## src/rtl/fpdiv_pkg.sv

```systemverilog
// -----------------------------------------------------------------------------
// fpdiv_pkg
// Shared types and constants for the sequential binary32 divider.
//   state_t     : controller states (IDLE, PREP, DIV, PACK)
//   EXC_*       : EXCEPTION output codes
//   QNAN        : canonical quiet NaN returned for invalid operations
//   EXP_MAX     : all-ones biased exponent (inf/NaN encoding)
//   BIAS        : binary32 exponent bias
// -----------------------------------------------------------------------------
package fpdiv_pkg;

   typedef enum logic [1:0] {
      IDLE = 2'd0,
      PREP = 2'd1,
      DIV  = 2'd2,
      PACK = 2'd3
   } state_t;

   localparam logic [1:0] EXC_NONE  = 2'b00;
   localparam logic [1:0] EXC_DIVZ  = 2'b01;
   localparam logic [1:0] EXC_INV   = 2'b10;
   localparam logic [1:0] EXC_RANGE = 2'b11;

   localparam logic [31:0] QNAN    = 32'h7FC0_0000;
   localparam int          EXP_MAX = 255;
   localparam int          BIAS    = 127;

endpackage

```

## src/rtl/fpdiv_mant_step.sv

```systemverilog
// -----------------------------------------------------------------------------
// fpdiv_mant_step
// One restoring-division step on the mantissa remainder (combinational).
// Ports:
//   rem     in  MANT_W+2  current partial remainder (always < 2*mb)
//   mb      in  MANT_W+1  divisor mantissa including the hidden 1
//   rem_nxt out MANT_W+2  remainder for the next step, already shifted left
//   qbit    out 1         quotient bit produced by this step
// -----------------------------------------------------------------------------
module fpdiv_mant_step #(
   parameter int MANT_W = 23
) (
   input  logic [MANT_W+1:0] rem,
   input  logic [MANT_W:0]   mb,
   output logic [MANT_W+1:0] rem_nxt,
   output logic              qbit
);
   import fpdiv_pkg::*;

   logic signed [MANT_W+2:0] diff;

   always_comb begin
      diff    = $signed({1'b0, rem}) - $signed({2'b00, mb});
      qbit    = ~diff[MANT_W+2];
      // The kept value is always below mb, so the left shift cannot lose a 1.
      rem_nxt = qbit ? (diff[MANT_W+1:0] << 1) : (rem << 1);
   end

endmodule

```

## src/rtl/fpdiv_seq.sv

```systemverilog
// -----------------------------------------------------------------------------
// fpdiv_seq
// Sequential IEEE-754 binary32 divider: operand capture, special-case
// classification, restoring mantissa division (one quotient bit per cycle),
// exponent range check and result packing.
// Ports:
//   CLOCK     in  1   rising-edge clock
//   RESET     in  1   synchronous, active-low reset
//   START     in  1   request, sampled only in IDLE
//   InputA    in  32  dividend, captured on acceptance
//   InputB    in  32  divisor, captured on acceptance
//   BUSY      out 1   high from acceptance until the DONE cycle
//   DONE      out 1   one-cycle result-valid pulse
//   AbyB      out 32  quotient, held until the next result
//   EXCEPTION out 2   00 none, 01 div-by-zero, 10 invalid, 11 over/underflow
// Build option:
//   FPDIV_ROUND_EN  defined   -> 26 iterations, round to nearest even
//                   undefined -> 24 iterations, truncation
// -----------------------------------------------------------------------------
module fpdiv_seq #(
   parameter int EXP_W  = 8,
   parameter int MANT_W = 23,
   parameter int BIAS   = fpdiv_pkg::BIAS
) (
   input  logic                    CLOCK,
   input  logic                    RESET,
   input  logic                    START,
   input  logic [EXP_W+MANT_W:0]   InputA,
   input  logic [EXP_W+MANT_W:0]   InputB,
   output logic                    BUSY,
   output logic                    DONE,
   output logic [EXP_W+MANT_W:0]   AbyB,
   output logic [1:0]              EXCEPTION
);
   import fpdiv_pkg::*;

   localparam int WORD_W = EXP_W + MANT_W + 1;
   localparam int MW     = MANT_W + 1;     // mantissa with hidden 1
   localparam int EW     = EXP_W + 2;      // signed working exponent
`ifdef FPDIV_ROUND_EN
   localparam int ITER   = MW + 2;         // guard and round bits
`else
   localparam int ITER   = MW;
`endif
   // The leading quotient bit is always 1, so it is shifted out of q.
   localparam int QB     = ITER - 1;
   localparam int CNT_W  = $clog2(ITER);

   localparam logic [EXP_W-1:0]    EMAX_F  = EXP_W'(EXP_MAX);
   localparam logic signed [EW-1:0] E_ZERO = '0;
   localparam logic signed [EW-1:0] E_MAX  = EW'(EXP_MAX);

   state_t                 state;
   logic [WORD_W-1:0]      a_r, b_r;
   logic                   spec_flag;
   logic [MW:0]            rem;
   logic [MW-1:0]          mb;
   logic [QB-1:0]          q;
   logic [CNT_W-1:0]       cnt;
   logic signed [EW-1:0]   e;

   // operand fields
   logic                   sa, sb, sign;
   logic [EXP_W-1:0]       ea, eb;
   logic [MANT_W-1:0]      fa, fb;
   logic                   za, zb, ia, ib, na, nb;
   logic [MW-1:0]          ma, mbv;
   logic                   adj;
   logic signed [EW-1:0]   e_calc;

   logic                   spec_hit;
   logic [WORD_W-1:0]      spec_word;
   logic [1:0]             spec_exc;
   logic [WORD_W-1:0]      inf_word, zero_word;

   logic [MW:0]            rem_nxt;
   logic                   qbit;

   logic signed [EW-1:0]   e_fin;
   logic [MANT_W-1:0]      mant;
   logic [WORD_W-1:0]      norm_word;
   logic [1:0]             norm_exc;

`ifdef FPDIV_ROUND_EN
   logic [MANT_W:0]        rnd;

   // Round to nearest, ties to even; bit MANT_W of the result is the carry
   // out of the stored mantissa (1.111..1 + ulp = 10.000..0).
   function automatic logic [MANT_W:0] round_rne(input logic [MANT_W+1:0] qv,
                                                 input logic sticky);
      logic inc;
      inc = qv[1] & (qv[0] | sticky | qv[2]);
      return {1'b0, qv[MANT_W+1:2]} + {{MANT_W{1'b0}}, inc};
   endfunction
`endif

   assign sa   = a_r[WORD_W-1];
   assign sb   = b_r[WORD_W-1];
   assign ea   = a_r[WORD_W-2 -: EXP_W];
   assign eb   = b_r[WORD_W-2 -: EXP_W];
   assign fa   = a_r[MANT_W-1:0];
   assign fb   = b_r[MANT_W-1:0];
   assign sign = sa ^ sb;

   // Exponent 0 is treated as zero regardless of the fraction (flush).
   assign za = (ea == '0);
   assign zb = (eb == '0);
   assign ia = (ea == EMAX_F) && (fa == '0);
   assign ib = (eb == EMAX_F) && (fb == '0);
   assign na = (ea == EMAX_F) && (fa != '0);
   assign nb = (eb == EMAX_F) && (fb != '0);

   assign inf_word  = {sign, EMAX_F, {MANT_W{1'b0}}};
   assign zero_word = {sign, {(WORD_W-1){1'b0}}};

   assign ma  = {1'b1, fa};
   assign mbv = {1'b1, fb};
   assign adj = (ma < mbv);

   always_comb begin
      e_calc = $signed({2'b00, ea}) - $signed({2'b00, eb})
             + $signed(EW'(BIAS)) - $signed({{(EW-1){1'b0}}, adj});
   end

   // Special-case classification; priority matters (inf/0 is a plain inf).
   always_comb begin
      spec_hit  = 1'b1;
      spec_word = '0;
      spec_exc  = EXC_NONE;
      if (na || nb || (za && zb) || (ia && ib)) begin
         spec_word = QNAN;
         spec_exc  = EXC_INV;
      end else if (ia) begin
         spec_word = inf_word;
      end else if (zb) begin
         spec_word = inf_word;
         spec_exc  = EXC_DIVZ;
      end else if (za || ib) begin
         spec_word = zero_word;
      end else begin
         spec_hit  = 1'b0;
      end
   end

   fpdiv_mant_step #(.MANT_W(MANT_W)) u_step (
      .rem     (rem),
      .mb      (mb),
      .rem_nxt (rem_nxt),
      .qbit    (qbit)
   );

   // Normal-path packing with the exponent range check.
   always_comb begin
`ifdef FPDIV_ROUND_EN
      rnd   = round_rne(q, |rem);
      mant  = rnd[MANT_W-1:0];
      e_fin = e + $signed({{(EW-1){1'b0}}, rnd[MANT_W]});
`else
      mant  = q;
      e_fin = e;
`endif
      if (e_fin <= E_ZERO) begin
         norm_word = zero_word;
         norm_exc  = EXC_RANGE;
      end else if (e_fin >= E_MAX) begin
         norm_word = inf_word;
         norm_exc  = EXC_RANGE;
      end else begin
         norm_word = {sign, e_fin[EXP_W-1:0], mant};
         norm_exc  = EXC_NONE;
      end
   end

   always_ff @(posedge CLOCK) begin
      if (!RESET) begin
         state     <= IDLE;
         BUSY      <= 1'b0;
         DONE      <= 1'b0;
         AbyB      <= '0;
         EXCEPTION <= EXC_NONE;
      end else begin
         DONE <= 1'b0;
         case (state)
            // capture operands
            IDLE: begin
               if (START) begin
                  a_r   <= InputA;
                  b_r   <= InputB;
                  BUSY  <= 1'b1;
                  state <= PREP;
               end
            end
            // classify, align mantissa, form exponent
            PREP: begin
               spec_flag <= spec_hit;
               if (spec_hit) begin
                  state <= PACK;
               end else begin
                  rem   <= adj ? {ma, 1'b0} : {1'b0, ma};
                  mb    <= mbv;
                  e     <= e_calc;
                  q     <= '0;
                  cnt   <= '0;
                  state <= DIV;
               end
            end
            // one quotient bit per cycle
            DIV: begin
               rem <= rem_nxt;
               q   <= {q[QB-2:0], qbit};
               if (cnt == CNT_W'(ITER-1)) begin
                  state <= PACK;
               end else begin
                  cnt <= cnt + 1'b1;
               end
            end
            // publish result
            PACK: begin
               AbyB      <= spec_flag ? spec_word : norm_word;
               EXCEPTION <= spec_flag ? spec_exc  : norm_exc;
               DONE      <= 1'b1;
               BUSY      <= 1'b0;
               state     <= IDLE;
            end
            default: state <= IDLE;
         endcase
      end
   end

endmodule

```

## config.mk

```make
export PLATFORM = sky130hd
export DESIGN_NAME = fpdiv_seq
export DESIGN_NICKNAME = d
export VERILOG_FILES = /design/src/rtl/fpdiv_pkg.sv /design/src/rtl/fpdiv_mant_step.sv /design/src/rtl/fpdiv_seq.sv
export SDC_FILE = /design/constraint.sdc
export NUM_CORES = 1
export LEC_CHECK = 0
export BUFFER_PORTS_ARGS = -buffer_cell sky130_fd_sc_hd__buf_2
export CAP_MARGIN = 20
export CORE_ASPECT_RATIO = 1.4
export CORE_MARGIN = 2
export CORE_UTILIZATION = 45
export CTS_BUF_LIST = sky130_fd_sc_hd__clkbuf_4 sky130_fd_sc_hd__clkbuf_8
export DETAILED_ROUTE_END_ITERATION = 7
export GPL_ROUTABILITY_DRIVEN = 0
export PLACE_DENSITY_LB_ADDON = 0.15
export SETUP_SLACK_MARGIN = 0.1
export SLEW_MARGIN = 30
export SYNTH_ARGS = -nofsm -noshare
export SYNTH_HDL_FRONTEND = slang
export SYNTH_SLANG_ARGS = --single-unit
```

## constraint.sdc

```tcl
create_clock -name CLOCK -period 5.6 [get_ports CLOCK]
set_input_delay 1.12 -clock CLOCK [delete_from_list [all_inputs] [get_ports CLOCK]]
set_output_delay 1.12 -clock CLOCK [all_outputs]
set_load 0.005 [all_outputs]
```

==> flow_summary_export.csv <==
group,metric,value,unit
drt,vias,6449,
finish,multi_input_area,3984,um^2
synthesis,synth_warnings,0,
clocking,root_buffer,"clkbuf_8",
worst_hold_path,holdCritPathClass,"flip-flop to flip-flop",
floorplan,die_y,177.9,um
finish,n_antenna_cell,0,
timing,skew,19.52,ps
finish,seq_area,5295,um^2
clocking,htreeDepth,4,
finish,fill_cells,1908,
run,cap_violations,0,
setup_path,path_class,"flip-flop to flip-flop",
drt,ant_nets,0,
finish,nets,1079,
setup_path,worstSetupStartpointType,"flip-flop",
setup_path,worstPathMaxFanout,26,
synthesis,synth_ff_type,"edfxtp_1",
clocking,clkSinkCount,189,
clocking,cts_resized,0,
timing,worstMarginPinSlew,852.5,ps
global_routing,grt_max_degree,62,
finish,layout_common_cells,"151 x edfxtp_1, 102 x buf_2, 82 x inv_1",
floorplan,start_util,0.4583,
clocking,numCtsBuffers,17,
finish,drive_gt1_frac,0.1851,
timing,report.final.slew_viol_count,0,
global_routing,grt_overflow,0,
setup_path,cp_data_required_time,5840,ps
synthesis,async_flop_share,0,
synthesis,netlist_instances,842,
synthesis,avgSynthCellArea,11.54,um^2
finish,mostFrequentLayoutCell,"edfxtp_1",
status,status,"finished clean",
finish,design_area,10860,um^2
drt,drtIter0Drc,332,
timing,min_period,4000,ps
clocking,clock_path_buffers,2,
floorplan,core.rowCount,63,
setup_path,cp_data_arrival_time,4240,ps
power_and_ir_drop,p_leak,0.004425,uW
timing,max-slew-margin-rel,0.4305,
clocking,holdBufCountCts,0,
floorplan,ios,103,
power_and_ir_drop,powerDensity,421.3,nW/um^2
global_routing,grt_pass1_wl,32290,um
global_routing,grt_pass1_vias,6477,
timing,hold_ws,476.4,ps
drt,wl,19320,um
synthesis,synthesis.nets,978,
clocking,clock_latency,490,ps
global_routing,grt_use_total,0.1814,
floorplan,die_w,128.2,um
drt,wire_per_inst,15.89,um
synthesis,syn_area,9718,um^2
global_routing,antenna_found_initial,0,
synthesis,synth_edf_count,151,
clocking,clk_pin_slew,90,ps
finish,area_growth,11.75,%
timing,fin_setup_tns,0,ps
floorplan,die-area,22800,um^2
power_and_ir_drop,ir_worst_vdd,0.2392,mV
floorplan,core_area,21200,um^2
placement,dp_cells,1184,
drt,vias_per_cell,5.303,
timing,grt_setup_unrepaired,"no",
setup_path,end_kind,"flip-flop",
synthesis,yosysUniqueCellTypes,62,
clocking,cts_setup_buffers,0,
timing,finalHoldViolCount,0,
timing,period_share,0.7142,
synthesis,yosysSeqAreaShare,0.5449,
placement,portBuffers,102,
clocking,tritoncts,"done",
drt,first_pass_iters,5,
timing,setup_viol,0,
finish,stdcell_count,1216,
placement,hpwl,14160,um
synthesis,synth_seq_cells,189,
placement,place_area,10480,um^2
drt,route.detailed.drc,0,
timing,clock.fmax,250.0,MHz
[Yosys cell counts (2+ instances only)]
cell type	instances	area, um^2
a2111oi_0	2	17.52
o21a_1	9	67.56
a31oi_1	2	12.51
a221o_1	3	30.03
a21oi_2	6	52.55
a21boi_0	26	195.2
and2_1	30	187.7
a211oi_1	5	37.54
xor2_1	15	131.4
nand2b_1	28	175.2
edfxtp_1	151	4534
a222oi_1	2	20.02
nor4_1	18	112.6
fa_1	3	60.06
a21o_1	16	120.1
buf_1	2	7.510
o21ai_0	37	185.2
buf_6	3	33.78
nor2b_1	8	50.05
o211a_1	2	20.02
mux2_2	9	101.4
inv_1	82	307.8
ha_1	66	825.8
xnor2_1	18	157.7
nand4_1	13	81.33
and3_1	2	12.51
nand3_1	29	145.1
o31a_1	3	26.28
mux2i_1	14	140.1
o22ai_1	11	68.82
nor3_1	6	30.03
o31ai_1	4	30.03
o21bai_1	7	52.55
nor2_1	35	131.4
nand2_1	31	116.4
clkbuf_1	18	67.56
o221a_2	9	101.4
a21oi_1	54	270.3
buf_4	3	22.52
dfxtp_1	38	760.7
[metrics by stage]
step                      setup WS (ps)  total power, uW    util
final                              1600             4576  0.5122
after global routing               1261             4919  0.5122
after CTS                          1545             4615  0.5122
after detailed placement           1546             3714  0.4942
after global placement             1618             3703  0.4942
after floorplan                    1354             3326       -
[where the power goes]
group | internal (uW) | switching (uW)
combinational | 681 | 949
sequential | 1890 | 155
clock | 367 | 530
total | 2940 | 1630
[state kept, by name, summed over array words and instances (netlist names)]
register / cells
rem: 25
e: 10
AbyB: 32
mant: 23
spec_flag: 1
state: 2
mb: 23
BUSY: 1
b_r: 32
cnt: 5
EXCEPTION: 2
a_r: 32
DONE: 1
[worst paths after layout]
path	startpoint	endpoint	slack, ps	cells past startpoint
max reg2reg	a_r[20]$_DFFE_PP_	e[9]$_DFFE_PP_	1600	18
min reg2reg	AbyB[16]$_SDFFE_PN0P_	AbyB[16]$_SDFFE_PN0P_	480	2
min	AbyB[16]$_SDFFE_PN0P_	AbyB[16]$_SDFFE_PN0P_	480	2
max	a_r[20]$_DFFE_PP_	e[9]$_DFFE_PP_	1600	18
[layout make-up]
cell class              count  area share
clock buffers              17     0.02154
clock inverters            15     0.01359
repair buffers            109     0.05184
flip-flops and latches    189      0.4876
multi-input cells         543      0.3668
well taps                 260     0.02995
inverters                  83     0.02869
[critical path: stages (launching register included)]
cell and delay [ps]:
edfxtp_1 450, ha_1 330, nand3_1 120, nor3_1 340, a21oi_1 110, o221ai_1 240
a41o_1 130, buf_4 340, ha_1 220, ha_1 160, inv_1 50, fa_1 390
inv_1 70, a21oi_1 60, o21bai_1 190, a21oi_1 100, o21bai_1 190, a21oi_1 90
and2_1 150
[cells by family after synthesis]
kind of cell / share of synthesized area
AOI/OAI and AO/OA: 0.1510
and+or+nand+nor: 0.1123
DFF: 0.5449
buffers and inverters: 0.04609
adders and majority gates: 0.09115
xor gates and xnor gates: 0.02974
muxes: 0.02485
[routing by layer]
metal / wire length (um) / GRT usage / vias to the layer above
met5: 0 / 0 / -
met4: 318 / 0.05815 / 0
met3: 803 / 0.03377 / 25
met2: 9252 / 0.3050 / 145
met1: 8942 / 0.2366 / 2995
li1: - / - / 3284
(Power assumes the default switching activity.)
